[src/rtl/uart_tx_fifo.sv]
// Byte FIFO feeding a UART transmitter through a tx_en/tx_data/tx_ready handshake.
// tx_data is registered and only changes on a launch, so it is stable for the whole frame.
module uart_tx_fifo #(
  parameter int ELEMENT_WIDTH = 8,
  parameter int DEPTH         = 16
) (
  input  logic                       clk,
  input  logic                       rst,
  input  logic                       wr_en,
  input  logic [ELEMENT_WIDTH-1:0]   wr_data,
  input  logic                       flush,
  input  logic                       clear_overflow,
  output logic                       full,
  output logic                       empty,
  output logic [$clog2(DEPTH):0]     level,
  output logic                       overflow,
  output logic                       busy,
  output logic                       tx_en,
  output logic [ELEMENT_WIDTH-1:0]   tx_data,
  input  logic                       tx_ready
);
  localparam int AW = $clog2(DEPTH);
  localparam int LW = AW + 1;
  localparam logic [LW-1:0] FULL_LVL = LW'(DEPTH);

  typedef enum logic [1:0] {D_IDLE, D_SEND, D_WAIT} state_e;

  logic [ELEMENT_WIDTH-1:0] mem_q [DEPTH];
  logic [AW-1:0]            wr_ptr_q, wr_ptr_d, rd_ptr_q, rd_ptr_d;
  logic [LW-1:0]            level_q, level_d;
  logic                     overflow_q, overflow_d;
  logic                     tx_en_q, tx_en_d;
  logic [ELEMENT_WIDTH-1:0] tx_data_q, tx_data_d;
  state_e                   state_q, state_d;
  logic                     wr_acc, pop;

  assign full     = (level_q == FULL_LVL);
  assign empty    = (level_q == '0);
  assign level    = level_q;
  assign overflow = overflow_q;
  assign tx_en    = tx_en_q;
  assign tx_data  = tx_data_q;
  assign busy     = !empty || (state_q != D_IDLE);

  // Writes are judged against the registered full flag: no write-through on a same-cycle pop.
  assign wr_acc = wr_en && !full && !flush;

  always_ff @(posedge clk or posedge rst) begin
    if (rst) state_q <= D_IDLE;
    else     state_q <= state_d;
  end

  always_comb begin
    state_d = state_q;
    case (state_q)
      D_IDLE:  if (pop) state_d = D_SEND;
      D_SEND:  state_d = D_WAIT;
      D_WAIT:  if (tx_ready) state_d = D_IDLE;
      default: state_d = D_IDLE;
    endcase
  end

  always_comb begin
    pop     = (state_q == D_IDLE) && tx_ready && !empty && !flush;
    tx_en_d = pop;
  end

  always_comb begin
    wr_ptr_d   = wr_ptr_q;
    rd_ptr_d   = rd_ptr_q;
    level_d    = level_q;
    overflow_d = overflow_q;
    tx_data_d  = tx_data_q;
    if (wr_acc) wr_ptr_d = wr_ptr_q + 1'b1;
    if (flush) begin
      rd_ptr_d = wr_ptr_q;
      level_d  = '0;
    end else begin
      if (pop) begin
        rd_ptr_d  = rd_ptr_q + 1'b1;
        tx_data_d = mem_q[rd_ptr_q];
      end
      case ({wr_acc, pop})
        2'b10:   level_d = level_q + 1'b1;
        2'b01:   level_d = level_q - 1'b1;
        default: level_d = level_q;
      endcase
    end
    if (clear_overflow) overflow_d = 1'b0;
    // A dropped write outranks a same-cycle clear.
    if (wr_en && full && !flush) overflow_d = 1'b1;
  end

  always_ff @(posedge clk or posedge rst) begin
    if (rst) begin
      wr_ptr_q   <= '0;
      rd_ptr_q   <= '0;
      level_q    <= '0;
      overflow_q <= 1'b0;
      tx_en_q    <= 1'b0;
      tx_data_q  <= '0;
    end else begin
      wr_ptr_q   <= wr_ptr_d;
      rd_ptr_q   <= rd_ptr_d;
      level_q    <= level_d;
      overflow_q <= overflow_d;
      tx_en_q    <= tx_en_d;
      tx_data_q  <= tx_data_d;
    end
  end

  always_ff @(posedge clk) begin
    if (wr_acc) mem_q[wr_ptr_q] <= wr_data;
  end

endmodule

[config.mk]
export PLATFORM = sky130hd
export DESIGN_NAME = uart_tx_fifo
export DESIGN_NICKNAME = d
export VERILOG_FILES = /design/src/rtl/uart_tx_fifo.sv
export SDC_FILE = /design/constraint.sdc
export NUM_CORES = 1
export LEC_CHECK = 0
export ABC_AREA = 1
export CAP_MARGIN = 20
export CORE_UTILIZATION = 52
export DETAILED_ROUTE_END_ITERATION = 7
export PLACE_DENSITY = 0.7
export REMOVE_ABC_BUFFERS = 1
export SYNTH_ARGS = -nofsm -noshare
export SYNTH_HDL_FRONTEND = slang
export SYNTH_SLANG_ARGS = --single-unit
[constraint.sdc]
create_clock -name clk -period 2.4 [get_ports clk]
set_input_delay 0.72 -clock clk [delete_from_list [all_inputs] [get_ports clk]]
set_output_delay 0.72 -clock clk [all_outputs]
set_load 0.01 [all_outputs]
Yosys cells after proc, flatten, opt, wreduce, memory -nomap -nowiden

Memory sizes are Yosys's and may differ from the RTL's. A register that Yosys moved wholly into a read port is not among the register bits.
Index checks and enable logic that the tools add are counted.

Input bits: 14
Memory bits (writable): 128
Word-level logic and storage cells: 49
Memories: 1
Register bits: 17

Memory list:

| name  | depth | width | read ports | clocked after memory_dff | wr ports | RTL line | RTL |
|---|---|---|---|---|---|---|---|
| mem_q | 16    | 8     | 1          | 1                        | 1        | 28       | `logic [ELEMENT_WIDTH-1:0] mem_q [DEPTH];` |

Add/subtract/negate cells: 4
Bitwise gates (word level): 1
Muxes and demuxes: 11
Equality and inequality tests: 7
Reduce and logical (&&, ||, !) cells: 19

Operators by type and width:

| operator                                                               | number |
|---|---|
| 5-bit one-hot mux with 2 select lines                                  | 1 |
| 4-bit by 1-bit adder with 4-bit output (second input constant)         | 2 |
| 4-bit two-way mux                                                      | 2 |
| 1-bit logical AND                                                      | 7 |
| 2-bit one-hot mux with 3 select lines                                  | 1 |
| 2-bit nonzero test                                                     | 3 |
| 5-bit by 1-bit adder with 5-bit output (second input constant)         | 1 |
| 5-bit equality test (second input constant)                            | 1 |
| 5-bit zero test                                                        | 1 |
| 5-bit two-way mux                                                      | 1 |
| 5-bit by 1-bit subtractor with 5-bit output (second input constant)    | 1 |
| 2-bit by 1-bit equality test with 1-bit output (second input constant) | 2 |
| 2-bit equality test (second input constant)                            | 2 |
| 1-bit two-way mux                                                      | 4 |
| 2-bit two-way mux                                                      | 2 |
| 2-bit inequality test (second input constant)                          | 2 |
| 2-bit AND reduction                                                    | 2 |
| 1-bit zero test                                                        | 3 |
| 3-bit nonzero test                                                     | 1 |
| 2-bit zero test                                                        | 1 |
| 1-bit logical OR                                                       | 1 |
| 1-bit NOT                                                              | 1 |

Logic depth before layout (Yosys ltp)

Depth after elaboration: 7
Mapped depth: 15
Depth with buffers taken out: 15

Worst setup path after synthesis

No wires, ideal clock.

Path type: input port to flip-flop
Start: in tx_ready
End: reg level_q[4] (netlist: level[4])
Stages: 14
Setup time: 117 ps
Data arrival time: 2188 ps
Data required time: 2283 ps
Path slack: 95 ps
Path through: nor3b_4 nand2_2 nor2_4 nand2_4 fa_1 nand3b_1 nand2_1 nand2_1 nand2_1 inv_1 nand2_1 nand2_1 nand2_1 nand2_1

Longest elaborated chain between the ends: 6
Elaborated cells on any way between the ends: 8
Those cells by class: eq/ne: 2; mux: 2; reduce/logical: 4

RTL lines:

| item                                                                                  | RTL line | RTL |
|---|---|---|
| start, declared                                                                       | 20       | `input logic tx_ready` |
| 1-bit logical AND * (3 in a row)                                                      | 64       | `pop = (state_q == D_IDLE) && tx_ready && !empty && !flush;` |
| 2-bit by 1-bit equality test with 1-bit output or 2-bit equality test (tied branches) | 83       | `case ({wr_acc, pop})` |
| 5-bit one-hot mux with 2 select lines                                                 | 83       |  |
| 5-bit two-way mux                                                                     | 75       | `if (flush) begin` |
| end signal, assigned                                                                  | 105      | `level_q <= level_d;` |
| end, declared                                                                         | 30       | `logic [LW-1:0] level_q, level_d;` |

Mark *: on every way between the ends. The rest lies on a longest branch, timed or not.
A chain may end at the register's enable or synchronous reset.

Final worst setup path

Start: in flush
End: reg level_q[3] (netlist: level[3])

Longest elaborated chain between the ends: 5
Elaborated cells on any way between the ends: 8
Those cells by class: eq/ne: 2; mux: 2; reduce/logical: 4

RTL lines:

| item                                                                                  | RTL line | RTL |
|---|---|---|
| start, declared                                                                       | 11       | `input logic flush,` |
| 1-bit zero test                                                                       | 46, 64   |  |
| 1-bit logical AND (on tied branches)                                                  | 64, 46   |  |
| 2-bit by 1-bit equality test with 1-bit output or 2-bit equality test (tied branches) | 83       |  |
| 5-bit one-hot mux with 2 select lines                                                 | 83       |  |
| 5-bit two-way mux                                                                     | 75       |  |

Parallel ways exist; a longest one is shown, timed or not.

==> impl_metrics.tcl <==
set metrics [dict create \
    run_status "complete, no violations" \
    diodes 0 \
    yosys-mux-area-fraction_pct 0 \
    synth_top_area_share_pct 56.2 \
    setup_viol 0 \
    core_sq_mm 0.0127 \
    p_switching_mw 3.30 \
    finalSetupTns_ns 0 \
    final_nets 762 \
    finClkSkew_ns 0.00752 \
    synthXorXnorAreaFrac_pct 0.768 \
    cts-buffers-inserted 17 \
    h-tree-depth 4 \
    cts_sinks 153 \
    rsz0062_at_grt "false" \
    num_rows 41 \
    cts_max_path_buffers 2 \
    netlist_instances 673 \
    route.vias.total 4793 \
    antenna_found_initial 0 \
    final_cell_mix "nand2_1 (256), edfxtp_1 (128), nand3_1 (84)" \
    cts_hold_buf 0 \
    maxSlewHeadroom_pct 52.1 \
    cp-start-kind "primary input" \
    synth-edff-count 128 \
    cts_tree "done" \
    utilization_pct 63.8 \
    drive_above_1_share_pct 12.3 \
    die_w_um 117 \
    finish.instance_area_sq_mm 0.00811 \
    placed_area_sq_mm 0.00747 \
    syn_area_sq_mm 0.00684 \
    tightest_slew_ns 0.719 \
    synthFlopType "edfxtp_1" \
    ys_warn_count 0 \
    grt-ovfl-total 0 \
    wl_per_cell_um 16.4 \
    irDropWorstVdd_uv 571 \
    firstDrtPassIters 5 \
    viasPerCell 5.20 \
    sw_frac_of_total_pct 35.7 \
    synth-simple-area-share_pct 23.8 \
    cts.clk_slew.worst_paths_ns 0.06 \
    synth_top_family_by_area "simple AND/OR/NAND/NOR gates" \
    finalWirelength_um 15100 \
    antenna_left 0 \
    pre_cts_slack_ns -0.526 \
    grt_pass1_vias 4601 \
    path_max_fanout 4 \
    crit_type "primary input to flip-flop" \
    io_buffers 31 \
    clkLatencyLatePin_ns 0.42 \
    critPathRequiredTime_ns 2.71 \
    drt_iter0_markers 417 \
    setup_ws_ns 0.103 \
    p_total_mw 9.25 \
    io_pins 32 \
    hold_path.class "flip-flop to flip-flop" \
    synth-compound-area-share_pct 0.969 \
    yosys.area.top_type "edfxtp_1" \
    critPathArrivalTime_ns 2.61 \
    root_buffer "clkbuf_16" \
    routabilityCongestion 0.844 \
    comb_power_share_pct 34.9 \
    yosys-top-cells-area "edfxtp_1 (56%), nand2_1 (14%), dfrtp_1 (9.1%)" \
    p_int_mw 5.95 \
    max_freq_ghz 0.435 \
    dp_hpwl_um 9440 \
    ys_seq_area_share_pct 65.3 \
    drc 0 \
    post-route-min-period_ns 2.30 \
    fin_crit_sh_pct 95.7 \
    avgSynthCellArea_sq_um 10.2 \
    synthArstFlopShare_pct 16.3 \
    syn_to_final_growth_pct 18.6 \
    drv_cap 0 \
    layout_commonest_cell "nand2_1" \
    initial_core_util_pct 53.8 \
    grt_pass1_wl_um 23700 \
    finalHoldViolations 0 \
    pwr-share-seq_pct 36.6 \
    cp-end-kind "flip-flop" \
    p_per_area_mw_per_mm2 1140 \
    die-height_um 117 \
    track_usage_pct 24.2 \
    dieArea_sq_mm 0.0136 \
    clockPowerShare_pct 28.5 \
    synth-adder-area-share_pct 1.76 \
    synth_seq_cells 153 \
    synth.distinct_cells 31 \
    p_leak_nw 3.56 \
    slew_viol_final 0 \
    grt_max_degree 69 \
]
-- metal layers --
layer	routed length (um)	share of wire, %	vias up	GRT usage (%)
li1	-	-	2309	-
met1	6450	43	2325	31.1
met2	7510	50	129	40.3
met3	745	4.9	30	4.72
met4	392	2.6	0	10.4
met5	0	0	-	0
-- power groups by stage --
stage               registers [mW]  clock network, mW  logic [mW]
CTS                           3.38               2.65        3.22
detailed placement            3.44                  0        3.11
global placement              3.42                  0        3.04
floorplan                     3.61                  0        1.67
global route                  3.42               2.77        3.58
finish                        3.39               2.63        3.23
-- cell families after synthesis --
family / Yosys count
simple gates: 382
flops: 153
buf+inv: 113
compound gates: 10
fa+ha+maj: 9
xor+xnor: 6
-- through the flow --
step	cells	hold WS, ns
floorplan	646	0.501
global placement	887	0.473
detailed placement	887	0.473
CTS	922	0.494
global route	922	0.517
finish	922	0.489
-- synthesized netlist by cell type (3+ instances only) --
library cell    n
nand2_1       256
edfxtp_1      128
dfrtp_1        25
nand2_4         3
inv_1          83
buf_6           6
ha_1            8
buf_2          15
buf_4           4
o221ai_1        3
nand4_1         6
xor2_1          4
a21oi_1         3
nand3_1        86
nor2_1         20
-- sequential cells by signal, indices dropped and copies added, names as in the netlist --
signal    cells
mem_q       128
wr_ptr_q      4
state_q       2
level         5
tx_en         1
rd_ptr_q      4
tx_data       8
overflow      1
-- cell type report --
class / instances / area (sq um)
repair buffers: 74 / 628
inverters: 86 / 328
clock inverters: 13 / 154
well taps: 172 / 215
clock buffers: 17 / 425
fillers: 1053 / 4610
multi-input cells: 407 / 1890
flip-flops and latches: 153 / 4470
-- worst paths after layout --
kind                       startpoint     endpoint  slack [ns]  cells past startpoint
setup / recovery                flush     level[3]        0.10                     11
hold reg to reg            tx_data[6]   tx_data[6]        0.49                      2
max in group asynchronous         rst  rd_ptr_q[0]        1.46                      3
min in group asynchronous         rst        tx_en        0.66                      3
hold / removal             tx_data[6]   tx_data[6]        0.49                      2
setup reg to reg             level[4]     level[4]        0.21                     16
-- critical path: stages --
cell and delay [ns]:
clkdlybuf4s50_1 0.45, buf_4 0.17, inv_2 0.05, nand3_2 0.10, nor2_4 0.16, ha_1 0.28, a21oi_1 0.16, nand2_1 0.08
or2_2 0.28, nand3_1 0.09, nand2_1 0.05
-- timing repair --
action / 4_1_cts / 5_1_grt
endpoints found under the setup margin: 5 / 2
gates resized for setup: 9 / 2
pin swaps: 4 / 0
buffers inserted: 5 / 0
No activity file was read; power rests on OpenSTA's default activity.
